===== config.mk =====
export PLATFORM = sky130hd
export DESIGN_NAME = bram_rd_arb
export DESIGN_NICKNAME = d
export VERILOG_FILES = /design/src/rtl/bram_rd_arb.sv
export SDC_FILE = /design/constraint.sdc
export NUM_CORES = 1
export LEC_CHECK = 0
export ABC_AREA = 1
export CAP_MARGIN = 10
export CORE_MARGIN = 2
export CORE_UTILIZATION = 22
export DETAILED_ROUTE_END_ITERATION = 8
export GPL_TIMING_DRIVEN = 0
export PLACE_DENSITY_LB_ADDON = 0.05
export SETUP_SLACK_MARGIN = 0.15
export SYNTH_ARGS = -nofsm -noshare
export SYNTH_HDL_FRONTEND = slang
export SYNTH_SLANG_ARGS = --single-unit
export TNS_END_PERCENT = 100

===== constraint.sdc =====
create_clock -name clk -period 1.2 [get_ports clk]
set_input_delay 0.24 -clock clk [delete_from_list [all_inputs] [get_ports clk]]
set_output_delay 0.24 -clock clk [all_outputs]
set_load 0.01 [all_outputs]

===== src/rtl/bram_rd_arb.sv =====
// rtl/bram_rd_arb.sv - shared Bram read-port arbiter with per-requester response routing
// Optional BRAM_RD_ARB_RR_EN: round-robin with bounded burst; otherwise fixed lowest-index priority.
module bram_rd_arb #(
  parameter int NREQ      = 4,
  parameter int DEPTH     = 16,
  parameter int DWIDTH    = 32,
  parameter int BURST_LEN = 4,
  localparam int AWIDTH   = (DEPTH > 1) ? $clog2(DEPTH) : 1
) (
  input  logic                     clk,
  input  logic                     arst_n,
  input  logic [NREQ-1:0]          req,
  input  logic [NREQ*AWIDTH-1:0]   addr,
  output logic [NREQ-1:0]          gnt,
  output logic [NREQ-1:0]          rsp_vld,
  output logic [DWIDTH-1:0]        rsp_data,
  output logic                     bram_ren,
  output logic [AWIDTH-1:0]        bram_raddr,
  input  logic                     bram_rdv,
  input  logic [DWIDTH-1:0]        bram_rdata
);

  localparam int IW = $clog2(NREQ);

  // Scan req upward from start, wrapping at NREQ-1; MSB of result flags a winner.
  function automatic logic [IW:0] find_winner(input logic [NREQ-1:0] r,
                                              input logic [IW-1:0]   start);
    logic [IW:0] res;
    logic [IW:0] s;
    res = '0;
    for (int i = 0; i < NREQ; i++) begin
      s = {1'b0, start} + (IW+1)'(i);
      if (s >= (IW+1)'(NREQ)) s = s - (IW+1)'(NREQ);
      if (!res[IW] && r[s[IW-1:0]]) res = {1'b1, s[IW-1:0]};
    end
    return res;
  endfunction

  logic          gvalid;
  logic [IW-1:0] gidx;
  logic [NREQ-1:0] tag_q;

`ifdef BRAM_RD_ARB_RR_EN
  localparam int CW = $clog2(BURST_LEN + 1);

  typedef enum logic {IDLE, OWN} state_t;

  state_t        state_q, state_d;
  logic [IW-1:0] ptr_q, ptr_d;
  logic [IW-1:0] owner_q, owner_d;
  logic [CW-1:0] cnt_q, cnt_d;
  logic [IW-1:0] owner_nx;
  logic [IW-1:0] start;
  logic [IW:0]   win;

  // Arbitration FSM state: owner keeps the port for up to BURST_LEN grants.
  always_ff @(posedge clk or negedge arst_n) begin
    if (!arst_n) begin
      state_q <= IDLE;
      ptr_q   <= '0;
      owner_q <= '0;
      cnt_q   <= '0;
    end else begin
      state_q <= state_d;
      ptr_q   <= ptr_d;
      owner_q <= owner_d;
      cnt_q   <= cnt_d;
    end
  end

  // Next-state and grant selection; ownership hand-off happens in the same cycle.
  always_comb begin
    state_d  = state_q;
    ptr_d    = ptr_q;
    owner_d  = owner_q;
    cnt_d    = cnt_q;
    gvalid   = 1'b0;
    gidx     = '0;
    owner_nx = (owner_q == IW'(NREQ - 1)) ? '0 : owner_q + IW'(1);
    start    = (state_q == IDLE) ? ptr_q : owner_nx;
    win      = find_winner(req, start);
    case (state_q)
      IDLE: begin
        if (win[IW]) begin
          gvalid  = 1'b1;
          gidx    = win[IW-1:0];
          state_d = OWN;
          owner_d = win[IW-1:0];
          cnt_d   = CW'(1);
        end
      end
      OWN: begin
        if (req[owner_q] && (cnt_q < CW'(BURST_LEN))) begin
          gvalid = 1'b1;
          gidx   = owner_q;
          cnt_d  = cnt_q + CW'(1);
        end else if (win[IW]) begin
          gvalid  = 1'b1;
          gidx    = win[IW-1:0];
          owner_d = win[IW-1:0];
          cnt_d   = CW'(1);
        end else begin
          state_d = IDLE;
          ptr_d   = owner_nx;
        end
      end
      default: state_d = IDLE;
    endcase
  end
`else
  logic [IW:0] win;

  // Fixed priority: lowest-index requester wins every cycle.
  always_comb begin
    win    = find_winner(req, '0);
    gvalid = win[IW];
    gidx   = win[IW-1:0];
  end
`endif

  // One-hot grant and address mux toward the Bram read port.
  always_comb begin
    gnt        = '0;
    bram_raddr = '0;
    if (gvalid) begin
      gnt        = NREQ'(1) << gidx;
      bram_raddr = addr[gidx*AWIDTH +: AWIDTH];
    end
  end

  assign bram_ren = gvalid;

  // Remember who was granted so the returning word is steered to them.
  always_ff @(posedge clk or negedge arst_n) begin
    if (!arst_n) tag_q <= '0;
    else         tag_q <= gnt;
  end

  assign rsp_vld  = tag_q & {NREQ{bram_rdv}};
  assign rsp_data = bram_rdata;

endmodule


* Word-level counts from Yosys, hierarchy flattened
Cells that the tools add are included.
** Word-level totals
- Register bits after elaboration :: 4
** Cells by class
- Shift operators :: 2
- Muxes and demuxes :: 6
- Bitwise gates (word level) :: 1
- Reduce and logical (&&, ||, !) cells :: 6
** Operators by type and width (number)
- $shiftx 16x5->4 :: 1
- $mux 3 :: 4
- $mux 4 :: 2
- $and 4x4->4 :: 1
- $shl 1x2->4 const A :: 1
- $logic_and 1x1->1 :: 3
- $logic_not 1->1 :: 3

* Depth between registers and ports, before layout
Gate-level depths: netlist of run 1.
- Depth after elaboration :: 12
- Depth in mapped cells :: 8
- Gate-level depth less buffers :: 8

* Worst setup path after synthesis of run 1
No wires, ideal clock.
- Kind :: input port to output port
- Start :: input port req[1]
- End :: output port bram_raddr[0]
- Arrival :: 0.930 ns
- Path slack :: 0.030 ns
- Cell stages on the path :: 7
- Cells stage by stage :: nor2_4 inv_2 nor2_4 nand2_1 nand2_1 inv_1 a21oi_1
** Between the ends
- Word-level cells in the longest chain between the ends :: 10
** RTL lines
- start, declared :: RTL line 12 : input logic [NREQ-1:0] req,
- $logic_and 1x1->1 * :: RTL line 34 : if (!res[IW] && r[s[IW-1:0]]) res = {1'b1, s[IW-1:0]};
- $mux 3 * :: RTL line 34
- $logic_not 1->1 :: RTL line 34
- $logic_and 1x1->1 :: RTL line 34
- $mux 3 * :: RTL line 34
- $logic_not 1->1 :: RTL line 34
- $logic_and 1x1->1 :: RTL line 34
- $mux 3 * :: RTL line 34
- $shiftx 16x5->4 :: RTL line 127 : bram_raddr = addr[gidx*AWIDTH +: AWIDTH];
- $mux 4 * :: RTL line 125 : if (gvalid) begin
- end, declared :: RTL line 18 : output logic [AWIDTH-1:0] bram_raddr,
Mark *: on every way between the ends. The rest lies on a longest branch, timed or not.

* Worst setup path in the final report of run 1
- Start :: input port req[3]
- End :: output port bram_raddr[0]
** Between the ends
- Word-level cells in the longest chain between the ends :: 4
** RTL lines (RTL line)
- $logic_and 1x1->1 * :: 34
- $mux 3 * :: 34
- $shiftx 16x5->4 :: 127
- $mux 4 * :: 125
Marks and branches as above.

==> impl_results.md, run 1 <==
- Startpoint class of the critical path: input pin
- Fin nets: 232
- TritonCTS clock tree: yes
- Top routing layer in use: met3
- Clk pwr share: 23.4%
- Initial DRT Pass Iterations: 4
- Number of max-slew violations in the final report: 0
- Count of antenna-violating nets left after detailed routing: 0
- Drt wl/cell: 9.02 µm
- Utilization after layout: 49.1%
- Synthesized area divided by synthesized cell count: 6.28 µm²
- Via/cell ratio: 3.79
- Reported max-cap violation count: 0
- Worst Setup End Kind: output port
- Slew HR: 78.7%
- Diode insertion count for antenna repair: 0
- Unrepaired setup endpoints after global routing: true
- Number of antenna violations at the first check in global routing: 0
- Largest net degree at the start of global routing: 7
- Class of the most critical setup path: in2out
- Share of the yosys chip area belonging to registers: 15.9%
- Leakage: 0.804 nW
- Biggest fanout along the worst timing path: 6
- Internal power consumption: 0.000488 W
- Fraction of final layout cells with drive strength greater than 1: 40.0%
- Placeable core region: 2730 µm²
- Unique masters post-synth: 14
- Transition at the pin with the smallest max-transition slack: 0.317 ns
- Met3 wire len: 217 µm
- Number of storage elements in the synthesis netlist: 4
- Area Growth Syn to Fin: 114%
- Die span in y: 57.4 µm
- Area of the mapped netlist: 628 µm²
- Max reg flops: 4
- Mapped Nets: 155
- Final count of negative-setup-slack endpoints: 6
- Arrival @ worst endpoint: 1.12 ns
- Slack of the critical path: -0.164 ns
- H-tree lvl count: 1
- HPWL Detailed: 1650 µm
- Sw Pwr: 0.000205 W
- # clock sinks: 4
- Placer congestion estimate: 0.752
- Initial core utilization: 23.0%
- Relative contribution of sequential cells to total power: 20.6%
- Total power after layout: 0.000693 W
- Number of rows created at floorplan: 19
- Required time of the critical path: 0.96 ns
- Area of the die: 3300 µm²
- Timing-limited maximum frequency: 0.733 GHz
- Global-route wire length before repair: 2660 µm
- Count of vias placed by the detailed router: 781
- Sw Ratio: 29.6%
- Number of buffers created by CTS: 3
- Final hold violation count: 0
- Power density of the placed cells: 516 nW/µm²
- Minimum clock period: 1.36 ns
- Final Routed Wirelength: 1860 µm
- Root buffer selected by CTS: clkbuf_4
- GRT Resource Usage Total: 10.2%
- Clock-pin transition on the worst setup and hold timing paths: 0.04 ns
- Run status: finished, violations left
- Biggest registers after layout: tag_q x4
- Post-synthesis instance total: 100
- Total number of yosys warnings: 0
- Global-route congestion overflow total: 0
- Met2 routed WL: 1040 µm
- DRC: 0
- Largest reg by FF count: tag_q
- Post-route met1 wirelength: 598 µm
- Vias in the first global route: 647
- Worst hold path type: in2async
- Logic pwr share: 56.0%
- Initial DRC Count: 9
- Maximum vdd ir drop: 0.328 mV
- Largest buffer count on any clock path: 2
- Overall die width: 57.4 µm
- Violated checks: negative setup slack
- Count of pins on the block boundary: 100
- Final critical-path share of the clock period: 114%
- IO buf count: 67
## synth_stat cells
| library cell | instances | area (µm²) |
|---|---|---|
| inv_2 | 2 | 7.51 |
| nand2_2 | 2 | 12.5 |
| buf_2 | 1 | 5.00 |
| dfrtp_1 | 4 | 100 |
| nor2_4 | 2 | 22.5 |
| a21oi_1 | 4 | 20.0 |
| nor3_2 | 1 | 10.0 |
| o21ai_0 | 1 | 5.00 |
| nor2_2 | 1 | 6.26 |
| nand3_1 | 8 | 40.0 |
| buf_4 | 32 | 240 |
| clkinv_2 | 1 | 5.00 |
| inv_1 | 20 | 75.1 |
| nand2_1 | 21 | 78.8 |
## stage by stage
step	TNS (ns)	hold WS [ns]	cells	setup slack [ns]	cell area, µm²
after global placement	-9.21	0.452	198	-1.01	1350
after global routing	-1.10	0.212	206	-0.228	1340
after detailed placement	-9.38	0.460	198	-1.03	1350
final	-0.692	0.211	206	-0.164	1340
after floorplan	0	-0.0556	100	0.0771	643
after CTS	-0.727	0.210	205	-0.168	1330
## area by class of cell
type                    count  area (µm²)
plain buffers              33         245
clock buffers               3        22.5
fillers                   300        1390
inverters                  23        91.3
multi-input cells          40         219
flip-flops and latches      4         100
well taps                  31        38.8
repair buffers             72         626
## per-layer routing
layer  global-route usage [%]  vias to the layer above
met5                        0                        -
met2                     19.6                       45
met4                     2.99                        0
li1                         -                      408
met3                     2.72                        0
met1                     10.5                      328
## critical path, cell delays in order
cell and delay [ns]:
buf_8 0.10, inv_2 0.04, nor2_2 0.03, nand2_2 0.14
nand2_2 0.10, nand2_1 0.07, nand3_1 0.09, a21oi_2 0.16
buf_2 0.14
## worst max path at each step
stage | endpoint | slack (ns) | from
final | bram_raddr[0] | -0.16 | req[3]
after global routing | bram_raddr[1] | -0.23 | req[1]
after CTS | bram_raddr[0] | -0.17 | req[0]
after detailed placement | bram_raddr[1] | -1.03 | req[2]
after global placement | bram_raddr[3] | -1.01 | req[2]
after floorplan | bram_raddr[0] | 0.08 | req[1]
## power groups by stage
stage,clock network (W),registers (W),logic (W)
after global routing,0.000185,0.000143,0.000421
final,0.000162,0.000143,0.000388
after CTS,0.000172,0.000143,0.000390
after global placement,0,0.000144,0.000446
after floorplan,0,0.000144,0.000197
after detailed placement,0,0.000144,0.000450
## logic make-up (layout without fill, tap and decap cells)
logic type / count (synthesis) / after routing / synth area share, %
buffers and inverters: 56 / 131 / 53.0
and+or+nand+nor: 35 / 35 / 27.1
AOI/OAI and AO/OA: 5 / 5 / 3.98
DFF: 4 / 4 / 15.9
## cell usage in the layout (no fill, tap or decap), drive strengths merged
cell and instances:
nand3 8, nor2 3, nand2 23, inv 22, dfrtp 4, nor3 1, clkdlybuf4s50 9, clkbuf 3
clkdlybuf4s15 1, buf 52, dlygate4sd2 43, a21oi 4, o21ai 1, clkinv 1
## timing repair
item	CTS	global route
hold buffers	0	0
hold endpoints to repair	0	0
pin swaps	23	5
cloned	0	0
buffers inserted	4	1
endpoints found under the setup margin	45	12
resized for setup	116	2
Power figures use the tool's default switching activity.
==> run 2, diff against run 1 <==
Settings changed: CAP_MARGIN 10 to unset.
==> results of run 2 <==
Final layout, timing and power as in run 1 (identical DEF).
==> run 3, diff against run 2 <==
Settings changed: CORE_AREA set to 2 2 39 41, CORE_MARGIN 2 to unset, CORE_UTILIZATION 22 to unset, DIE_AREA set to 0 0 41 43, DONT_BUFFER_PORTS set to 1.
==> run 3 against run 2 <==
- the run still ends with negative setup slack left
- critical path depth down 2
- setup slack gained 0.15 ns
- clock-buffer cell count did not move
- via count decreased by 32%
- critical path type unchanged
- largest cell class unchanged
- largest power group unchanged
- highest routed layer unchanged
==> impl_results.md, run 3 (same netlist as run 1, synthesis figures left out) <==
- Count of antenna-violating nets left after detailed routing: 0 (unchanged)
- Power density of the placed cells: 749 nW/µm² (was 516 nW/µm²)
- Diode insertion count for antenna repair: 0 (unchanged)
- Largest reg by FF count: tag_q (unchanged)
- Global-route wire length before repair: 1370 µm (was 2660 µm)
- Utilization after layout: 50.4% (was 49.1%)
- Timing-limited maximum frequency: 0.823 GHz (was 0.733 GHz)
- Arrival @ worst endpoint: 0.98 ns (was 1.12 ns)
- Total placed cells including tap cells: 116 (was 198)
- Number of max-slew violations in the final report: 0 (unchanged)
- Reported max-cap violation count: 0 (unchanged)
- Cell family contributing the most delay on the critical path: simple AND/OR/NAND/NOR gates (unchanged)
- Leakage: 0.439 nW (was 0.804 nW)
- Count of vias placed by the detailed router: 532 (was 781)
- Root buffer selected by CTS: clkbuf_4 (unchanged)
- Startpoint class of the critical path: input pin (unchanged)
- Post-Place Worst Slack: -0.0316 ns (was -1.03 ns)
- Fraction of final layout cells with drive strength greater than 1: 48.1% (was 40.0%)
- Fin nets: 161 (was 232)
- # clock sinks: 4 (unchanged)
- Placer congestion estimate: 0.689 (was 0.752)
- Number of antenna violations at the first check in global routing: 0 (unchanged)
- Cell at the slowest stage of the critical path: a21oi_2 (unchanged)
- Number of buffers created by CTS: 3 (unchanged)
- Largest net degree at the start of global routing: 7 (unchanged)
- DRC: 0 (unchanged)
- Drt wl/cell: 10.0 µm (was 9.02 µm)
- List of cells traversed by the critical path: nor2_4 -> inv_2 -> nor2_4 -> nand2_1 -> nand2_1 -> inv_1 -> a21oi_2 (was buf_8 -> inv_2 -> nor2_2 -> nand2_2 -> nand2_2 -> nand2_1 -> nand3_1 -> a21oi_2 -> buf_2)
- TritonCTS clock tree: yes (unchanged)
- Slew HR: 70.5% (was 78.7%)
- Largest buffer count on any clock path: 2 (unchanged)
- Biggest fanout along the worst timing path: 6 (unchanged)
- Most common library cell in the layout ignoring fill and taps: buf_4 (was dlygate4sd2_1)
- Clock-pin transition on the worst setup and hold timing paths: 0.04 ns (about the same)
- Initial core utilization: 45.4% (was 23.0%)
- Commonest non-fill, non-tap cells in the layout: buf_4 (32), nand2_1 (21), inv_1 (19), nand3_1 (8) (was dlygate4sd2_1 (43), buf_4 (36), inv_1 (20), nand2_1 (20), buf_2 (11))
- Worst stage delay on the critical path: 0.19 ns (was 0.16 ns)
- Violated checks: negative setup slack (unchanged)
- Initial DRC Count: 5 (was 9)
- Final-layout worst hold slack: 0.170 ns (was 0.211 ns)
- Class of the most critical setup path: in2out (unchanged)
- H-tree lvl count: 1 (unchanged)
- Minimum clock period: 1.22 ns (was 1.36 ns)
- Final count of negative-setup-slack endpoints: 4 (was 6)
- Via/cell ratio: 4.43 (was 3.79)
- Launch point of the worst hold path: req[0]
- Required time of the critical path: 0.96 ns (about the same)
- Worst hold path type: in2reg (was in2async)
- IO buf count: 0 (was 67)
- Placeable core region: 1380 µm² (was 2730 µm²)
- HPWL Detailed: 1100 µm (was 1650 µm)
- Area Growth Syn to Fin: 11.0% (was 114%)
- Maximum vdd ir drop: 0.255 mV (was 0.328 mV)
- Biggest registers after layout: tag_q x4 (unchanged)
- Unrepaired setup endpoints after global routing: true (unchanged)
- Global-route congestion overflow total: 0 (unchanged)
- Area of the die: 1760 µm² (was 3300 µm²)
- Transition at the pin with the smallest max-transition slack: 0.441 ns (was 0.317 ns)
- Critical Path Source: req[1] (was req[3])
- Final critical-path share of the clock period: 101% (was 114%)
- Run status: finished, violations left (unchanged)
- Slack of the critical path: -0.0152 ns (was -0.164 ns)
- Initial DRT Pass Iterations: 4 (unchanged)
- Number of buffers inserted by post-CTS setup repair: 0 (was 4)
- Non-filler instance count after layout: 120 (was 206)
- GRT Resource Usage Total: 11.1% (was 10.2%)
- Number of rows created at floorplan: 14 (was 19)
- Die span in y: 43 µm (was 57.4 µm)
- Overall die width: 41 µm (was 57.4 µm)
- Max reg flops: 4 (unchanged)
- Final hold violation count: 0 (unchanged)
- Worst Setup End Kind: output port (unchanged)
- Final Routed Wirelength: 1200 µm (was 1860 µm)
- Vias in the first global route: 344 (was 647)
- Count of pins on the block boundary: 100 (unchanged)
- Crit path buf inv count: 2 (was 3)
- Setup TNS Final: -0.0403 ns (was -0.692 ns)
## run 3: cell count changes in the layout (fill, tap and decap cells not counted), moves of 2 or more
cell / change
clkdlybuf4s50_1: -9
buf_2: -10
buf_8: -3
dlygate4sd2_1: -43
buf_4: -4
buf_6: -2
## run 3: layer usage
layer  vias up  global-route usage, %  share of wire (%)
li1        267                      -                  -
met1       225                   13.1                 30
met2        40                   17.8                 58
met3         0                   2.09                 12
met4         0                   6.00                  0
met5         -                      0                  0
## run 3: final cells by class
type                       count  area, µm²
multi-input combinational     40        210
fill                         150        687
clock buffer                   3       22.5
inverter                      23       88.8
buffer                        33        245
timing repair buffer           1       10.0
tap                           16       20.0
sequential                     4        100
## run 3: worst paths after layout
check / endpoint / slack (ns) / cells after the start
worst max-delay path: bram_raddr[2] / -0.02 / 7
worst min-delay path: tag_q[0]$_DFF_PN0_ / 0.17 / 1
max in group asynchronous: tag_q[2]$_DFF_PN0_ / 0.75 / 1
min in group asynchronous: tag_q[0]$_DFF_PN0_ / 0.28 / 1
## run 3: metrics by stage
| stage | total power, W | instance area (µm²) |
|---|---|---|
| 3_3_place_gp | 0.000357 | 663 |
| 2_1_floorplan | 0.000341 | 643 |
| 3_5_place_dp | 0.000358 | 663 |
| 4_1_cts | 0.000535 | 696 |
| 5_1_grt | 0.000557 | 697 |
| 6_report | 0.000522 | 697 |
## run 3: what timing repair did
item	CTS	global route
setup endpoints to repair	5	5
hold endpoints to repair	4	0
pin swaps	0	4
resized for setup	0	2
hold buffers	1	0
## run 3: power breakdown
group / switching [W] / internal, W / total (W)
Clock: 0.0000512 / 0.000112 / 0.000163
Sequential: 0.00000132 / 0.000141 / 0.000142
Combinational: 0.000113 / 0.000103 / 0.000217
